<file path="config.mk">
export PLATFORM = sky130hd
export DESIGN_NAME = rvfi_reg_trace_gen
export DESIGN_NICKNAME = d
export VERILOG_FILES = /design/src/rtl/rvfi_trace_pkg.sv /design/src/rtl/rvfi_trace_fifo.sv /design/src/rtl/rvfi_reg_trace_gen.sv
export SDC_FILE = /design/constraint.sdc
export NUM_CORES = 2
export LEC_CHECK = 0
export CAP_MARGIN = 20
export CORE_MARGIN = 2
export CORE_UTILIZATION = 45
export CTS_CLUSTER_DIAMETER = 200
export DETAILED_ROUTE_END_ITERATION = 6
export PLACE_DENSITY_LB_ADDON = 0.08
export REMOVE_ABC_BUFFERS = 1
export SLEW_MARGIN = 20
export SYNTH_ARGS = -nofsm -noshare
export SYNTH_HDL_FRONTEND = slang
export SYNTH_SLANG_ARGS = --single-unit
</file>
<file path="constraint.sdc">
create_clock -name clock -period 3.8 [get_ports clock]
set_clock_uncertainty 0.1 [all_clocks]
set_input_delay 0.38 -clock clock [delete_from_list [all_inputs] [get_ports clock]]
set_output_delay 0.38 -clock clock [all_outputs]
set_load 0.01 [all_outputs]
</file>
<file path="src/rtl/rvfi_trace_pkg.sv">
// rtl/rvfi_trace_pkg.sv - shared types and constants for the RVFI register trace generator
package rvfi_trace_pkg;

  localparam int RVFI_TRACE_XLEN  = 32;
  localparam int RVFI_ORDER_WIDTH = 64;

  typedef struct packed {
    logic [4:0]                 rs1_addr;
    logic [4:0]                 rs2_addr;
    logic [4:0]                 rd_addr;
    logic [RVFI_TRACE_XLEN-1:0] rd_wdata;
  } rvfi_trace_req_t;

endpackage

</file>
<file path="src/rtl/rvfi_trace_fifo.sv">
// rtl/rvfi_trace_fifo.sv - DEPTH-entry synchronous request FIFO with full/empty flags
module rvfi_trace_fifo
  import rvfi_trace_pkg::*;
#(
  parameter int DEPTH = 4
) (
  input  logic            clock,
  input  logic            resetn,
  input  logic            push_valid,
  input  rvfi_trace_req_t push_data,
  output logic            full,
  input  logic            pop_en,
  output logic            empty,
  output logic            pop_fire,
  output rvfi_trace_req_t pop_data
);

  localparam int AW = $clog2(DEPTH);

  logic [AW:0]     wr_ptr_q, wr_ptr_d;
  logic [AW:0]     rd_ptr_q, rd_ptr_d;
  rvfi_trace_req_t mem_q [DEPTH];
  rvfi_trace_req_t mem_d [DEPTH];
  logic            push_fire;

  // Extra pointer MSB distinguishes full from empty when the index bits match.
  assign full      = (wr_ptr_q[AW] != rd_ptr_q[AW]) && (wr_ptr_q[AW-1:0] == rd_ptr_q[AW-1:0]);
  assign empty     = (wr_ptr_q == rd_ptr_q);
  assign push_fire = push_valid && !full;
  assign pop_fire  = pop_en && !empty;
  assign pop_data  = mem_q[rd_ptr_q[AW-1:0]];

  always_comb begin
    wr_ptr_d = wr_ptr_q;
    rd_ptr_d = rd_ptr_q;
    mem_d    = mem_q;
    if (push_fire) begin
      mem_d[wr_ptr_q[AW-1:0]] = push_data;
      wr_ptr_d = wr_ptr_q + 1'b1;
    end
    if (pop_fire) begin
      rd_ptr_d = rd_ptr_q + 1'b1;
    end
  end

  always_ff @(posedge clock or negedge resetn) begin
    if (!resetn) begin
      wr_ptr_q <= '0;
      rd_ptr_q <= '0;
      for (int i = 0; i < DEPTH; i++) mem_q[i] <= '0;
    end else begin
      wr_ptr_q <= wr_ptr_d;
      rd_ptr_q <= rd_ptr_d;
      mem_q    <= mem_d;
    end
  end

endmodule

</file>
<file path="src/rtl/rvfi_reg_trace_gen.sv">
// rtl/rvfi_reg_trace_gen.sv - RVFI register-traffic generator with shadow register file
// Optional feature: RVFI_REG_TRACE_FAULT_EN adds fault_inject (flips rs1_rdata bit 0).
module rvfi_reg_trace_gen
  import rvfi_trace_pkg::*;
#(
  parameter int XLEN  = 32,
  parameter int DEPTH = 4
) (
  input  logic                        clock,
  input  logic                        resetn,
  input  logic                        req_valid,
  output logic                        req_ready,
  input  logic [4:0]                  req_rs1_addr,
  input  logic [4:0]                  req_rs2_addr,
  input  logic [4:0]                  req_rd_addr,
  input  logic [XLEN-1:0]             req_rd_wdata,
`ifdef RVFI_REG_TRACE_FAULT_EN
  input  logic                        fault_inject,
`endif
  input  logic                        out_en,
  output logic                        rvfi_valid,
  output logic [RVFI_ORDER_WIDTH-1:0] rvfi_order,
  output logic [4:0]                  rvfi_rs1_addr,
  output logic [4:0]                  rvfi_rs2_addr,
  output logic [4:0]                  rvfi_rd_addr,
  output logic [XLEN-1:0]             rvfi_rs1_rdata,
  output logic [XLEN-1:0]             rvfi_rs2_rdata,
  output logic [XLEN-1:0]             rvfi_rd_wdata
);

  rvfi_trace_req_t push_req, head;
  logic            full, empty, pop_fire;

  assign push_req  = '{rs1_addr: req_rs1_addr, rs2_addr: req_rs2_addr,
                       rd_addr: req_rd_addr, rd_wdata: req_rd_wdata};
  assign req_ready = !full;

  rvfi_trace_fifo #(.DEPTH(DEPTH)) u_fifo (
    .clock      (clock),
    .resetn     (resetn),
    .push_valid (req_valid),
    .push_data  (push_req),
    .full       (full),
    .pop_en     (out_en),
    .empty      (empty),
    .pop_fire   (pop_fire),
    .pop_data   (head)
  );

  logic [XLEN-1:0]             shadow_q [32];
  logic [XLEN-1:0]             shadow_d [32];
  logic [RVFI_ORDER_WIDTH-1:0] order_cnt_q, order_cnt_d;
  logic                        valid_q, valid_d;
  logic [RVFI_ORDER_WIDTH-1:0] order_q, order_d;
  logic [4:0]                  rs1_addr_q, rs1_addr_d, rs2_addr_q, rs2_addr_d, rd_addr_q, rd_addr_d;
  logic [XLEN-1:0]             rs1_rdata_q, rs1_rdata_d, rs2_rdata_q, rs2_rdata_d;
  logic [XLEN-1:0]             rd_wdata_q, rd_wdata_d;
  logic [XLEN-1:0]             rd_data_eff;

  assign rd_data_eff = (head.rd_addr == 5'd0) ? '0 : head.rd_wdata;

  // Reads use the pre-edge shadow state, so rs == rd sees the old value.
  always_comb begin
    shadow_d    = shadow_q;
    order_cnt_d = order_cnt_q;
    valid_d     = 1'b0;
    order_d     = order_q;
    rs1_addr_d  = rs1_addr_q;
    rs2_addr_d  = rs2_addr_q;
    rd_addr_d   = rd_addr_q;
    rs1_rdata_d = rs1_rdata_q;
    rs2_rdata_d = rs2_rdata_q;
    rd_wdata_d  = rd_wdata_q;
    if (pop_fire) begin
      valid_d     = 1'b1;
      order_d     = order_cnt_q;
      order_cnt_d = order_cnt_q + 1'b1;
      rs1_addr_d  = head.rs1_addr;
      rs2_addr_d  = head.rs2_addr;
      rd_addr_d   = head.rd_addr;
      rs1_rdata_d = (head.rs1_addr == 5'd0) ? '0 : shadow_q[head.rs1_addr];
      rs2_rdata_d = (head.rs2_addr == 5'd0) ? '0 : shadow_q[head.rs2_addr];
      rd_wdata_d  = rd_data_eff;
`ifdef RVFI_REG_TRACE_FAULT_EN
      if (fault_inject && head.rs1_addr != 5'd0) rs1_rdata_d[0] = ~rs1_rdata_d[0];
`endif
      if (head.rd_addr != 5'd0) shadow_d[head.rd_addr] = rd_data_eff;
    end
  end

  always_ff @(posedge clock or negedge resetn) begin
    if (!resetn) begin
      for (int i = 0; i < 32; i++) shadow_q[i] <= '0;
      order_cnt_q <= '0;
      valid_q     <= 1'b0;
      order_q     <= '0;
      rs1_addr_q  <= '0;
      rs2_addr_q  <= '0;
      rd_addr_q   <= '0;
      rs1_rdata_q <= '0;
      rs2_rdata_q <= '0;
      rd_wdata_q  <= '0;
    end else begin
      shadow_q    <= shadow_d;
      order_cnt_q <= order_cnt_d;
      valid_q     <= valid_d;
      order_q     <= order_d;
      rs1_addr_q  <= rs1_addr_d;
      rs2_addr_q  <= rs2_addr_d;
      rd_addr_q   <= rd_addr_d;
      rs1_rdata_q <= rs1_rdata_d;
      rs2_rdata_q <= rs2_rdata_d;
      rd_wdata_q  <= rd_wdata_d;
    end
  end

  assign rvfi_valid     = valid_q;
  assign rvfi_order     = order_q;
  assign rvfi_rs1_addr  = rs1_addr_q;
  assign rvfi_rs2_addr  = rs2_addr_q;
  assign rvfi_rd_addr   = rd_addr_q;
  assign rvfi_rs1_rdata = rs1_rdata_q;
  assign rvfi_rs2_rdata = rs2_rdata_q;
  assign rvfi_rd_wdata  = rd_wdata_q;

endmodule
</file>
### After elaboration in Yosys (flattened, before gate mapping)

Index checks and enable logic that the tools add are counted.

| storage, ports and cells | value |
|---|---|
| register bits after elaboration | 1,458 |
| input bits | 51 |
| output and inout bits | 177 |
| logic and storage cells | 108 |

| operators by class | value |
|---|---|
| add/sub/neg operators | 3 |
| magnitude comparators | 7 |
| eq/ne operators | 3 |
| mux-type cells | 19 |
| bitwise gates (word level) | 5 |
| reductions and logical operators | 12 |

Operator list:

| operator | count |
|---|---|
| $bwmux 1024 | 1 |
| $bmux 32 s5 | 2 |
| $mux 32 | 8 |
| $bwmux 188 | 1 |
| $demux 32 s5 | 1 |
| $mux 47 | 3 |
| $bmux 47 s2 | 1 |
| $demux 47 s2 | 1 |
| $add 64x1->64 const B | 1 |
| $ge 6x6->1 const B | 3 |
| $not 5->6 | 3 |
| $logic_not 5->1 | 3 |
| $add 3x1->3 const B | 2 |
| $ge 3x3->1 const B | 2 |
| $lt 6x1->1 const B | 1 |
| $not 2->3 | 2 |
| $logic_and 1x1->1 | 5 |
| $reduce_bool 5->1 | 1 |
| $eq 3x3->1 | 1 |
| $lt 3x1->1 const B | 1 |
| $eq 2x2->1 | 1 |
| $logic_not 1->1 | 2 |
| $reduce_and 2->1 | 1 |
| $mux 1 | 1 |
| $ne 1x1->1 | 1 |

### Longest topological paths before layout

| depth | value |
|---|---|
| word-level depth | 10 |
| depth in mapped cells | 13 |
| gate-level depth less buffers | 7 |

### Cells and area by module

Synthesis repeated with hierarchy kept, for this count alone.

| unflattened totals | value |
|---|---|
| cells, all modules | 5,929 |
| area total of the unflattened synthesis | 69,785.7 µm² |

Modules (own cells, without submodules):

| module | instances | cells each | area each (µm²) | sequential area each (µm²) |
|---|---|---|---|---|
| rvfi_reg_trace_gen | 1 | 5,431 | 61,142.4 | 31,630.3 |
| rvfi_trace_fifo | 1 | 498 | 8,643.3 | 4,854.7 |

### Least setup slack after synthesis

No wires, ideal clock.

| path | value |
|---|---|
| path type | flip-flop to flip-flop |
| from | register u_fifo.rd_ptr_q[0] |
| to | register rs1_rdata_q[26] (netlist: rvfi_rs1_rdata[26]) |
| setup time | 136 ps |
| arrival time | 2,492 ps |
| required time | 3,564 ps |
| slack | 1,072 ps |
| stages on the path, launching flop included | 13 |
| path buffers | 7 |
| clock period less this slack | 2,728 ps |
| cells stage by stage | dfrtp_1 buf_6 buf_6 mux4_2 buf_2 buf_6 buf_6 buf_6 buf_6 a211oi_1 a221oi_1 a221oi_1 o41ai_1 |

| on the way | value |
|---|---|
| word-level cells in the longest chain between the ends | 9 |
| elaborated cells between the ends (all ways) | 13 |
| those cells by class | eq/ne (1); mux (7); bitwise (2); reduce/logical (3) |

Ends and longest elaborated chain:

| what | line | text |
|---|---|---|
| start: declaration | rvfi_trace_fifo.sv:21 | `logic [AW:0] rd_ptr_q, rd_ptr_d;` |
| start signal: assignment | rvfi_trace_fifo.sv:53 | `rd_ptr_q <= rd_ptr_d;` |
| $not 2->3 (not written as such) | rvfi_trace_fifo.sv:31 | `assign pop_data = mem_q[rd_ptr_q[AW-1:0]];` |
| $bmux 47 s2 | rvfi_trace_fifo.sv:31 |  |
| $mux 47 (not written as such) (2 in series) | rvfi_trace_fifo.sv:31 |  |
| $not 5->6 (not written as such) | rvfi_reg_trace_gen.sv:81 | `rs1_rdata_d = (head.rs1_addr == 5'd0) ? '0 : shadow_q[head.rs1_addr];` |
| $bmux 32 s5 | rvfi_reg_trace_gen.sv:81 |  |
| $mux 32 (not written as such) (2 in series) | rvfi_reg_trace_gen.sv:81 |  |
| $mux 32 | rvfi_reg_trace_gen.sv:81 |  |
| end signal: assignment | rvfi_reg_trace_gen.sv:111 | `rs1_rdata_q <= rs1_rdata_d;` |
| end: declaration | rvfi_reg_trace_gen.sv:56 | `logic [XLEN-1:0] rs1_rdata_q, rs1_rdata_d, rs2_rdata_q, rs2_rdata_d;` |

Parallel ways exist; a longest one is shown, timed or not. The select of a mux whose other input is x is not followed.
A chain may end at the register's enable or synchronous reset.

### Worst setup path after layout

| path | value |
|---|---|
| from | register u_fifo.rd_ptr_q[0] |
| to | register rs2_rdata_q[16] (netlist: rvfi_rs2_rdata[16]) |

| on the way | value |
|---|---|
| word-level cells in the longest chain between the ends | 9 |
| elaborated cells between the ends (all ways) | 13 |
| those cells by class | eq/ne (1); mux (7); bitwise (2); reduce/logical (3) |

Ends and longest elaborated chain:

| what | line | text |
|---|---|---|
| $not 2->3 (not written as such) | rvfi_trace_fifo.sv:31 |  |
| $bmux 47 s2 | rvfi_trace_fifo.sv:31 |  |
| $mux 47 (not written as such) (2 in series) | rvfi_trace_fifo.sv:31 |  |
| $not 5->6 (not written as such) | rvfi_reg_trace_gen.sv:82 | `rs2_rdata_d = (head.rs2_addr == 5'd0) ? '0 : shadow_q[head.rs2_addr];` |
| $bmux 32 s5 | rvfi_reg_trace_gen.sv:82 |  |
| $mux 32 (not written as such) (2 in series) | rvfi_reg_trace_gen.sv:82 |  |
| $mux 32 | rvfi_reg_trace_gen.sv:82 |  |
| end signal: assignment | rvfi_reg_trace_gen.sv:112 | `rs2_rdata_q <= rs2_rdata_d;` |
| end: declaration | rvfi_reg_trace_gen.sv:56 |  |

Parallel ways exist; a longest one is shown, timed or not. The select of a mux whose other input is x is not followed.

==> out/results.tsv <==
metric	value	unit
clk_pin_slew	60	ps
route.detailed.drc	0	
cts_resized	0	
synth_top_family_by_area	multiplexers	
cp_max_fo	15	
crit_start	u_fifo.rd_ptr_q[0]$_DFFE_PN0P_	
cts_root_buf	clkbuf_16	
numCtsBuffers	162	
grt_start_max_net_pins	102	
setup_violations	0	
dr.first_iter.drc_count	4971	
seq_area_frac_synth	51.1	%
n_fill_cell	13968	
regArea	36500	um^2
dr.pass1.iters	6	
die_w	402	um
grt_pass1_vias	52656	
vias	53022	
critPathLaunchType	flop	
wl_met3	16600	um
synth_common_cells	1518 x nand2_1, 1458 x dfrtp_1, 723 x o21ai_0	
core	158000	um^2
hold_path_class	input pin to asynchronous set/reset pin	
path_class	flop to flop	
insertion_delay	810	ps
worstPathCellList	buf_4 > mux2i_1 > mux2_2 > nand2_1 > nor2_1 > nand3_1 > nand3_1	
ys_types	61	
postPlaceCellArea	76900	um^2
synth_area_per_cell	11.1	um^2
wl	252000	um
rows	146	
post_cts_buffers	0	
post_drt_via_cell_ratio	6.11	
pre_cts_ws	393	ps
wl_met2	119000	um
drive_above_1_share	23.5	%
rsz0062_at_grt	no	
syn-cell-area	71500	um^2
yosysMostFrequentCell	nand2_1	
synth_top_area_cell	dfrtp_1	
worstRegToRegCells	7	
critPathMaxStageDelay	1020	ps
yosys.area_share.simple	10.9	%
ant_nets	0	
area_growth	15.2	%
synth_compound_area_share	9.81	%
rrSetupSlack	340	ps
synth_xor_xnor_area_share	0.858	%
layout.nets	6540	
grt.total_usage	31.2	%
synth_seq_cells	1458	
utilization	52.1	%
relSlewSlack	13.9	%
multi_input_area	32600	um^2
drv_slew	0	
place_hpwl	159000	um
fmax	289	MHz
start_util	45.2	%
status	finished, final reports clean	
r2r_end	rvfi_rs2_rdata[16]$_DFFE_PN0P_	
stdcell_area	82300	um^2
tightest_slew	1290	ps
synth_edf_count	0	
grt_pass1_wl	372000	um
cp_slowest_cell	nor2_1	
totalNegativeSetupSlack	0	ps
synth_adder_area_share	0.105	%
cpMostUsedCell	nand3_1	
antenna_found_initial	3	
highest_layer	met4	
avgRoutedWirePerCell	29.1	um
maxCapViolCount	0	
io_buffers	227	
endpoint_kind	flop	
m1WireLength	105000	um
synthArstFlopShare	100	%
finalCritPeriodShare	91.1	%
htreeDepth	4	
cts_tree	built	
synth-main-ff-cell	dfrtp_1	
hold_viol	0	
clock-sinks	1458	
die_h	402	um
final.setup.worst_slack	339	ps
routabilityCongestion	0.860	
synth_mux_area_share	23.4	%
grt_overflow_total	0	
synth_area_leaders	dfrtp_1 51%, mux4_2 11%, mux2_2 9.5%	
yosys_warnings	0	
fp.dieArea	162000	um^2
ios	228	
crit_arrival	4080	ps
synth.top_cell.area_share	51.1	%
syn_inst	6433	
final.min_clock_period	3460	ps
cts_buffer_depth	3	
crit_end	rvfi_rs2_rdata[16]$_DFFE_PN0P_	
crit_required	4420	ps
reg2reg_from	u_fifo.rd_ptr_q[0]$_DFFE_PN0P_	
[cells in the final DEF, fill, tap and decap left out, types with 13 or more instances in the layout]
master           netlist  final
a2111oi_0             14     14
a211oi_1              33     33
a21oi_1              168    168
a221oi_1              19     19
a22o_1                26     26
a22oi_1               24     24
a31oi_1               55     55
a32oi_1               29     29
and3_1                35     35
buf_12                 0     75
buf_4                 27    188
clkbuf_1             399     34
clkbuf_16              0    166
clkbuf_8               0     46
clkdlybuf4s50_1        0    226
clkinv_2               0     27
dfrtp_1             1458   1456
inv_1                 14     13
mux2_2               602    597
mux2i_1              200    200
mux4_2               353    347
nand2_1             1518   1494
nand2_2                0     15
nand3_1              215    209
nand4_1               20     20
nor2_1                54     45
nor3_1                23     20
o21ai_0              723    723
o221ai_1              16     16
o22ai_1               23     23
o2bb2ai_1             16     16
o41ai_1               13     13
xnor2_1               31     31
xor2_1                39     39
[per-layer routing]
layer,up-vias,global-route usage [%]
li1,23053,-
met1,27305,42.3
met2,2104,50.3
met3,560,4.91
met4,0,13.0
met5,-,0
[layout make-up]
class | instances | area share [%]
antenna | 1 | 0.00304
sequential | 1458 | 44.3
timing repair buffer | 491 | 6.33
inverter | 14 | 0.0669
tap | 2072 | 3.15
clock inverter | 45 | 0.555
multi-input combinational | 4356 | 39.6
clock buffer | 246 | 5.97
[sequential cells by signal (all words and copies together), names as in the netlist, 32 cells and up]
name            cells
rvfi_rs1_rdata     32
rvfi_rd_wdata      32
rvfi_rs2_rdata     32
rvfi_order         64
u_fifo.mem_q      188
order_cnt_q        64
shadow_q         1024
[logic make-up after synthesis]
family,after synthesis
AO/OA/AOI/OAI,1209
XOR/XNOR,70
adder cells (fa/ha/maj),6
buffers and inverters,619
flip-flops,1458
multiplexers,1155
AND/OR/NAND/NOR,1916
[stage by stage]
step / hold slack, ps / cells
after floorplan: -15.6 / 5828
after global placement: 256 / 8389
after detailed placement: 263 / 8390
after CTS: 87.3 / 8682
after global routing: 95.7 / 8682
final: 38.4 / 8683
[how the worst min path moves through the flow]
stage                       from                      endpoint  slack, ps  depth (start not counted)
final                     resetn  rvfi_rs1_addr[2]$_DFFE_PN0P_         40                          2
after global routing      resetn  rvfi_rs1_addr[2]$_DFFE_PN0P_        100                          2
after CTS                 resetn  rvfi_rs1_addr[2]$_DFFE_PN0P_         90                          2
after detailed placement  resetn  rvfi_rs1_addr[2]$_DFFE_PN0P_        260                          1
after global placement    resetn  rvfi_rs1_addr[2]$_DFFE_PN0P_        260                          1
after floorplan           resetn    order_cnt_q[0]$_DFFE_PN0P_        -20                          0
[worst max-delay path: cells and delay by family (launching register included)]
| family | cells | cell delay, ps |
|---|---|---|
| flip-flops | 1 | 590 |
| multiplexers | 2 | 540 |
| AND/OR/NAND/NOR | 4 | 1830 |
| buffers and inverters | 1 | 290 |
[timing repair]
| item | in CTS | in global routing |
|---|---|---|
| hold buffers | 1 | 0 |
| setup endpoints to repair | 0 | 0 |
| hold endpoints to repair | 314 | 0 |
Power is left out: the tool's default activity adds up to more than one toggle a clock period on the data nets, which glitch-free logic cannot reach.
